--- src/rtl/msk_aes_pkg.sv ---
// rtl/msk_aes_pkg.sv - shared GF(2^8) helpers, share interleave index and scheduler state type
package msk_aes_pkg;

  localparam logic [7:0] GF_POLY = 8'h1b;

  typedef enum logic {
    ST_IDLE = 1'b0,
    ST_RUN  = 1'b1
  } sched_state_e;

  // Bit i of share j of a byte sits at i*d+j inside that byte's 8*d-bit slice.
  function automatic int ilv_idx(input int i, input int j, input int d);
    return i * d + j;
  endfunction

  function automatic logic [7:0] xtime(input logic [7:0] b);
    return {b[6:0], 1'b0} ^ (b[7] ? GF_POLY : 8'h00);
  endfunction

  function automatic logic [7:0] gf_mul9(input logic [7:0] b);
    return xtime(xtime(xtime(b))) ^ b;
  endfunction

  function automatic logic [7:0] gf_mulb(input logic [7:0] b);
    return xtime(xtime(xtime(b))) ^ xtime(b) ^ b;
  endfunction

  function automatic logic [7:0] gf_muld(input logic [7:0] b);
    return xtime(xtime(xtime(b))) ^ xtime(xtime(b)) ^ b;
  endfunction

  function automatic logic [7:0] gf_mule(input logic [7:0] b);
    return xtime(xtime(xtime(b))) ^ xtime(xtime(b)) ^ xtime(b);
  endfunction

endpackage

--- src/rtl/msk_inv_mc_column.sv ---
// rtl/msk_inv_mc_column.sv - combinational share-wise InvMixColumns on one masked column
module msk_inv_mc_column
  import msk_aes_pkg::*;
#(
  parameter int d = 2
) (
  input  logic [32*d-1:0] col_i,
  output logic [32*d-1:0] col_o
);

  // InvMC is linear, so each share is transformed on its own and shares never meet.
  for (genvar s = 0; s < d; s++) begin : g_share
    logic [3:0][7:0] a;
    logic [3:0][7:0] m9, mb, md, me;
    logic [3:0][7:0] o;

    for (genvar k = 0; k < 4; k++) begin : g_byte
      for (genvar i = 0; i < 8; i++) begin : g_bit
        assign a[k][i] = col_i[8*d*k + ilv_idx(i, s, d)];
        assign col_o[8*d*k + ilv_idx(i, s, d)] = o[k][i];
      end
      assign m9[k] = gf_mul9(a[k]);
      assign mb[k] = gf_mulb(a[k]);
      assign md[k] = gf_muld(a[k]);
      assign me[k] = gf_mule(a[k]);
    end

    always_comb begin
      o[0] = me[0] ^ mb[1] ^ md[2] ^ m9[3];
      o[1] = m9[0] ^ me[1] ^ mb[2] ^ md[3];
      o[2] = md[0] ^ m9[1] ^ me[2] ^ mb[3];
      o[3] = mb[0] ^ md[1] ^ m9[2] ^ me[3];
    end
  end

endmodule

--- src/rtl/msk_inv_mc_col_sched.sv ---
// rtl/msk_inv_mc_col_sched.sv - column scheduler for masked InvMixColumns with registered output
module msk_inv_mc_col_sched
  import msk_aes_pkg::*;
#(
  parameter int d = 2
) (
  input  logic            clk,
  input  logic            rst,
  input  logic            in_valid,
  output logic            in_ready,
  input  logic [32*d-1:0] in_col,
  input  logic            in_last,
  input  logic            in_bypass,
  output logic            out_valid,
  input  logic            out_ready,
  output logic [32*d-1:0] out_col,
  output logic [1:0]      out_idx,
  output logic            out_last,
  output logic            busy,
  output logic            err
);

  sched_state_e    state_q, state_d;
  logic [1:0]      col_cnt_q, col_cnt_d;
  logic            bypass_q, bypass_d;
  logic            out_valid_q, out_valid_d;
  logic [32*d-1:0] out_col_q, out_col_d;
  logic [1:0]      out_idx_q, out_idx_d;
  logic            out_last_q, out_last_d;
  logic            err_q, err_d;

  logic [32*d-1:0] mc_col;
  logic            accept;
  logic            eff_bypass;
  logic            at_col3;

  msk_inv_mc_column #(.d(d)) u_column (
    .col_i (in_col),
    .col_o (mc_col)
  );

  assign in_ready   = !out_valid_q || out_ready;
  assign accept     = in_valid && in_ready;
  assign at_col3    = (col_cnt_q == 2'd3);
  // The bypass choice is latched on column 0 and applies to the rest of the state.
  assign eff_bypass = (col_cnt_q == 2'd0) ? in_bypass : bypass_q;

  always_comb begin
    state_d     = state_q;
    col_cnt_d   = col_cnt_q;
    bypass_d    = bypass_q;
    out_valid_d = out_valid_q;
    out_col_d   = out_col_q;
    out_idx_d   = out_idx_q;
    out_last_d  = out_last_q;
    err_d       = err_q;

    if (accept) begin
      out_valid_d = 1'b1;
      out_col_d   = eff_bypass ? in_col : mc_col;
      out_idx_d   = col_cnt_q;
      out_last_d  = at_col3;
      if ((in_last && !at_col3) || (at_col3 && !in_last)) begin
        err_d = 1'b1;
      end
      // A lone in_last in IDLE keeps the counter at 0; in RUN the count always advances.
      if (state_q == ST_IDLE) begin
        bypass_d  = in_bypass;
        col_cnt_d = in_last ? 2'd0 : 2'd1;
      end else begin
        col_cnt_d = at_col3 ? 2'd0 : col_cnt_q + 2'd1;
      end
      state_d = (col_cnt_d == 2'd0) ? ST_IDLE : ST_RUN;
    end else if (out_valid_q && out_ready) begin
      out_valid_d = 1'b0;
    end
  end

  always_ff @(posedge clk) begin
    if (rst) begin
      state_q     <= ST_IDLE;
      col_cnt_q   <= 2'd0;
      bypass_q    <= 1'b0;
      out_valid_q <= 1'b0;
      out_col_q   <= '0;
      out_idx_q   <= 2'd0;
      out_last_q  <= 1'b0;
      err_q       <= 1'b0;
    end else begin
      state_q     <= state_d;
      col_cnt_q   <= col_cnt_d;
      bypass_q    <= bypass_d;
      out_valid_q <= out_valid_d;
      out_col_q   <= out_col_d;
      out_idx_q   <= out_idx_d;
      out_last_q  <= out_last_d;
      err_q       <= err_d;
    end
  end

  assign out_valid = out_valid_q;
  assign out_col   = out_col_q;
  assign out_idx   = out_idx_q;
  assign out_last  = out_last_q;
  assign err       = err_q;
  assign busy      = (col_cnt_q != 2'd0) || out_valid_q;

endmodule
--- config.mk ---
export PLATFORM = sky130hd
export DESIGN_NAME = msk_inv_mc_col_sched
export DESIGN_NICKNAME = d
export VERILOG_FILES = /design/src/rtl/msk_aes_pkg.sv /design/src/rtl/msk_inv_mc_column.sv /design/src/rtl/msk_inv_mc_col_sched.sv
export SDC_FILE = /design/constraint.sdc
export NUM_CORES = 1
export LEC_CHECK = 0
export ABC_AREA = 1
export ABC_CLOCK_PERIOD_IN_PS = 5660
export CAP_MARGIN = 25
export CORE_AREA = 2 2 140 142
export DETAILED_ROUTE_END_ITERATION = 10
export DIE_AREA = 0 0 142 144
export HOLD_SLACK_MARGIN = 0.15
export PLACE_DENSITY = 0.83
export SLEW_MARGIN = 15
export SYNTH_ARGS = -nofsm -noshare
export SYNTH_HDL_FRONTEND = slang
export SYNTH_HIERARCHICAL = 1
export SYNTH_SLANG_ARGS = --single-unit
--- constraint.sdc ---
create_clock -name clk -period 5.66 [get_ports clk]
set_input_delay 1.415 -clock clk [delete_from_list [all_inputs] [get_ports clk]]
set_output_delay 1.415 -clock clk [all_outputs]
set_load 0.03 [all_outputs]
; Yosys cells after proc, flatten, opt, wreduce, memory -nomap -nowiden
; Cells that the tools add are included.
[totals]
regBits = 73
mem_bits_rw = 0
rom_bits = 0
mem_count = 0
word_cells = 156
latchBits = 0
[op_classes]
bitwise = 97
mux = 33
div = 0
n_reduce_logical = 16
add_sub_neg = 1
shifts = 0
n_eq_ne = 1
n_mul = 0
order_cmp = 0
[ops]
columns = operator, count
row1 = 8-bit XOR, 94
row2 = 5-bit 2-to-1 mux, 24
row3 = 64-bit 2-to-1 mux, 1
row4 = 8-bit by 5-bit XOR with 8-bit output, 2
row5 = 2-bit 2-to-1 mux, 3
row6 = 1-bit 2-to-1 mux, 5
row7 = 1-bit logical AND, 4
row8 = 2-bit zero test, 2
row9 = 2-bit AND reduction, 2
row10 = 2-bit nonzero test, 2
row11 = 1-bit zero test, 3
row12 = 1-bit logical OR, 3
row13 = "2-bit by 1-bit adder with 2-bit output, second input constant", 1
row14 = "2-bit == test, second input constant", 1
row15 = 1-bit inverter, 1

; Longest topological paths before layout
[logic_depth]
word_depth = 12
mapped_depth = 19
ltp_nobuf = 18

; Hierarchy
; The synthesis kept the hierarchy.
[modules_own_cells]
columns = module, seq_area_each_um2, instances, cells_per_inst, area_per_inst_um2
row1 = msk_inv_mc_column, 0.0, 1, 1347, 7283.2
row2 = msk_inv_mc_col_sched, 1461.4, 1, 611, 3875.0

; Least setup slack after synthesis
; Ideal clock, no wire load.
[synth_path]
path_kind = input to output
startpoint = input port out_ready
endpoint = output port in_ready
setup_slack_ns = 2.656
path_stages = 2
required_ns = 4.245
n_path_buf = 0
t_arrival_ns = 1.589
cell_sequence = inv_1 > nand2_4
[synth_via]
elab_chain_len = 1
[synth_rtl]
columns = item, line
row1 = from (decl), msk_inv_mc_col_sched.sv:15  ; input logic out_ready,
row2 = 1-bit logical OR, msk_inv_mc_col_sched.sv:42  ; assign in_ready = !out_valid_q || out_ready;
row3 = to (decl), msk_inv_mc_col_sched.sv:10  ; output logic in_ready,
; No other way between the ends.

; Final worst setup path
; Ends and elaborated chain as after synthesis.

==> impl_results.md <==
* Fin crit period at 4090 ps
* Worst slew pin tran at 1020 ps
* Post-layout util at 0.666
* Routed wire per std cell at 17.8 µm
* Drt pass-1 iters at 6
* Static Leak at 7.15 nW
* Port Buffer Count at 140
* H-tree depth at 3
* Fin. Hold Viols at 0
* Pin count of the biggest net entering global routing at 71
* CP arrival at 2670 ps
* Die span in x at 142 µm
* Setup bufs post-CTS at 0
* RSZ-0062 raised after global routing: false
* Later-pin clock latency in the skew report at 350 ps
* Post-route ant nets at 0
* Slew Limit Fails at 0
* Crit Path Max Fanout at 5
* Setup TNS at 0 ps
* Core area at 0.0191 mm²
* Wirelength, routed at 40.6 mm
* Yosys top cell area share at 0.260
* Max-cap viol count at 0
* Die area at 0.0204 mm²
* Power Density at 252 mW/mm²
* Max Buffers Root-to-Sink at 2
* GRT Util Overall at 0.387
* Worst VDD drop at 170 µV
* Remaining Overflow, GRT at 0
* Sequential power share at 0.190
* Global-route wire length before repair at 60.3 mm
* Die Y at 144 µm
* Fin nets at 2108
* DP HPWL at 30.9 mm
* Diodes inserted at 0
* GPL Wtd Cong at 1.04
* Nature of the critical path endpoint: output port
* Detailed Route Iter0 Violations at 1539
* Relative slew slack at 0.321
* Outcome: finished, final reports clean
* Mapped Avg Cell Area at 5.70 µm²
* Period utilisation layout at 0.723
* Post-synth top flop: dfxtp_1
* Clock-pin transition on the worst setup and hold timing paths at 60 ps
* Seq/Total Area, Yosys at 0.131
* CTS tree: yes
* Post-Synthesis Cells at 1958
* Psw at 1.56 mW
* Crit Path Category: in -> out
* Post-cts resize count at 0
* DRC errors left at 0
* Commonest cells after routing, fill and taps aside: nand2_1, inv_1, nand3_1, xor2_1, clkdlybuf4s50_1
* Synth area leader: nand2_1
* Post-synth EDFFs at 0
* Commonest non-fill, non-tap cell in the layout: nand2_1
* Sink Count at 73
* Net count after synthesis at 2030
* Io pins at 141
* Ys async rst share at 0
* Synth top area cells: nand2_1, xor2_1, dfxtp_1
* Synthesized area at 0.0112 mm²
* Max Clock Freq at 245 MHz
* Synthesis-to-layout area growth at 13.9%
* Vias/cell at 5.48
* Share of cells above drive strength 1 at 0.0544
* FP Rows at 51
* Starting Density at 0.585
* Hold Buf Count CTS at 0
* Synth Warn # at 6
* CTS Root Cell: clkbuf_16
* Logic pwr share at 0.606
* Worst hold path class: reg -> reg
* Initial antenna violation count at 0
* Seq cells post-synth at 73
* Vias in the first global route at 10641
* Crit start category: input pin
* Worst-case clock skew at 15.3 ps
* Req. time, crit path at 4240 ps
* Total number of vias at 12492
* Cts bufs inserted at 9
* Internal Power at 1.65 mW
* Unique masters post-synth at 28
* Clk pwr share at 0.204
* Sw frac at 0.485
* Setup violators final at 0
* Filler Cell Count at 1828
[power groups by stage]
stage          clock network (mW)  registers [mW]  logic [mW]
2_1_floorplan                   0           0.725        1.25
3_3_place_gp                    0           0.620        1.86
3_5_place_dp                    0           0.620        1.88
4_1_cts                     0.657           0.610        1.89
5_1_grt                     0.680           0.615        2.11
6_report                    0.654           0.609        1.94
[path summary, 6_finish.rpt]
kind / start / end / slack, ps / cells after the start
max: out_ready / in_ready / 1570 / 4
min: err / err / 460 / 2
max reg2reg: col_cnt_q[0] / out_col[46] / 3200 / 11
min reg2reg: err / err / 460 / 2
[flip-flops by register name, summed over array words and instances, names as in the netlist]
name,flops
state_q,1
out_valid,1
out_idx,2
bypass_q,1
err,1
col_cnt_q,2
out_last,1
out_col,64
[synth_stat cells, types with 4 or more instances]
library cell	number
nand2_4	6
nand4_1	6
or2_1	6
inv_1	288
nand3b_1	12
xor2_2	11
a21oi_1	68
clkbuf_1	8
buf_6	10
xnor2_1	103
buf_4	26
xor2_1	187
o21ai_1	4
nand2_1	772
inv_2	19
buf_2	32
dfxtp_1	73
nand2_2	37
xnor2_2	5
nor2_1	26
or2_2	4
nand3_1	243
[cell families (layout without fill, tap and decap cells)]
family | Yosys count | count (layout) | synth area share
AO/OA/AOI/OAI | 72 | 72 | 0.0323
flip-flops | 73 | 73 | 0.131
buffers and inverters | 388 | 470 | 0.150
adder cells (fa/ha/maj) | 2 | 2 | 0.00224
AND/OR/NAND/NOR | 1112 | 1112 | 0.421
XOR/XNOR | 311 | 311 | 0.263
[cell type report]
type                    count  area, µm²  share of cell area
flip-flops and latches     73       1460               0.115
multi-input cells        1497       8020               0.631
well taps                 238        298              0.0234
clock buffers              10        229              0.0180
clock inverters             5       81.3             0.00640
inverters                 309       1160              0.0916
repair buffers            146       1450               0.114
[per-layer routing]
metal,part of all wire,up-vias,wire (µm),global-route usage
li1,-,6015,-,-
met1,0.43,5663,17600,0.564
met2,0.41,757,16600,0.567
met3,0.14,57,5730,0.106
met4,0.017,0,679,0.0837
met5,0,-,0,0
[critical path, stage by stage]
cell and delay (ps):
clkdlybuf4s50_1 450, inv_1 60, nand2_4 80, clkdlybuf4s50_1 670
[per-stage QoR]
| step | setup WS [ps] | instance area, µm² | total power [mW] | hold slack [ps] | cells |
|---|---|---|---|---|---|
| 2_1_floorplan | 2660 | 11200 | 1.98 | 460 | 1958 |
| 3_3_place_gp | 1540 | 12400 | 2.48 | 438 | 2263 |
| 5_1_grt | 1510 | 12700 | 3.41 | 467 | 2278 |
| 3_5_place_dp | 1480 | 12400 | 2.50 | 449 | 2263 |
| 6_report | 1570 | 12700 | 3.21 | 457 | 2278 |
| 4_1_cts | 1560 | 12700 | 3.16 | 458 | 2278 |
(Power assumes the default switching activity.)
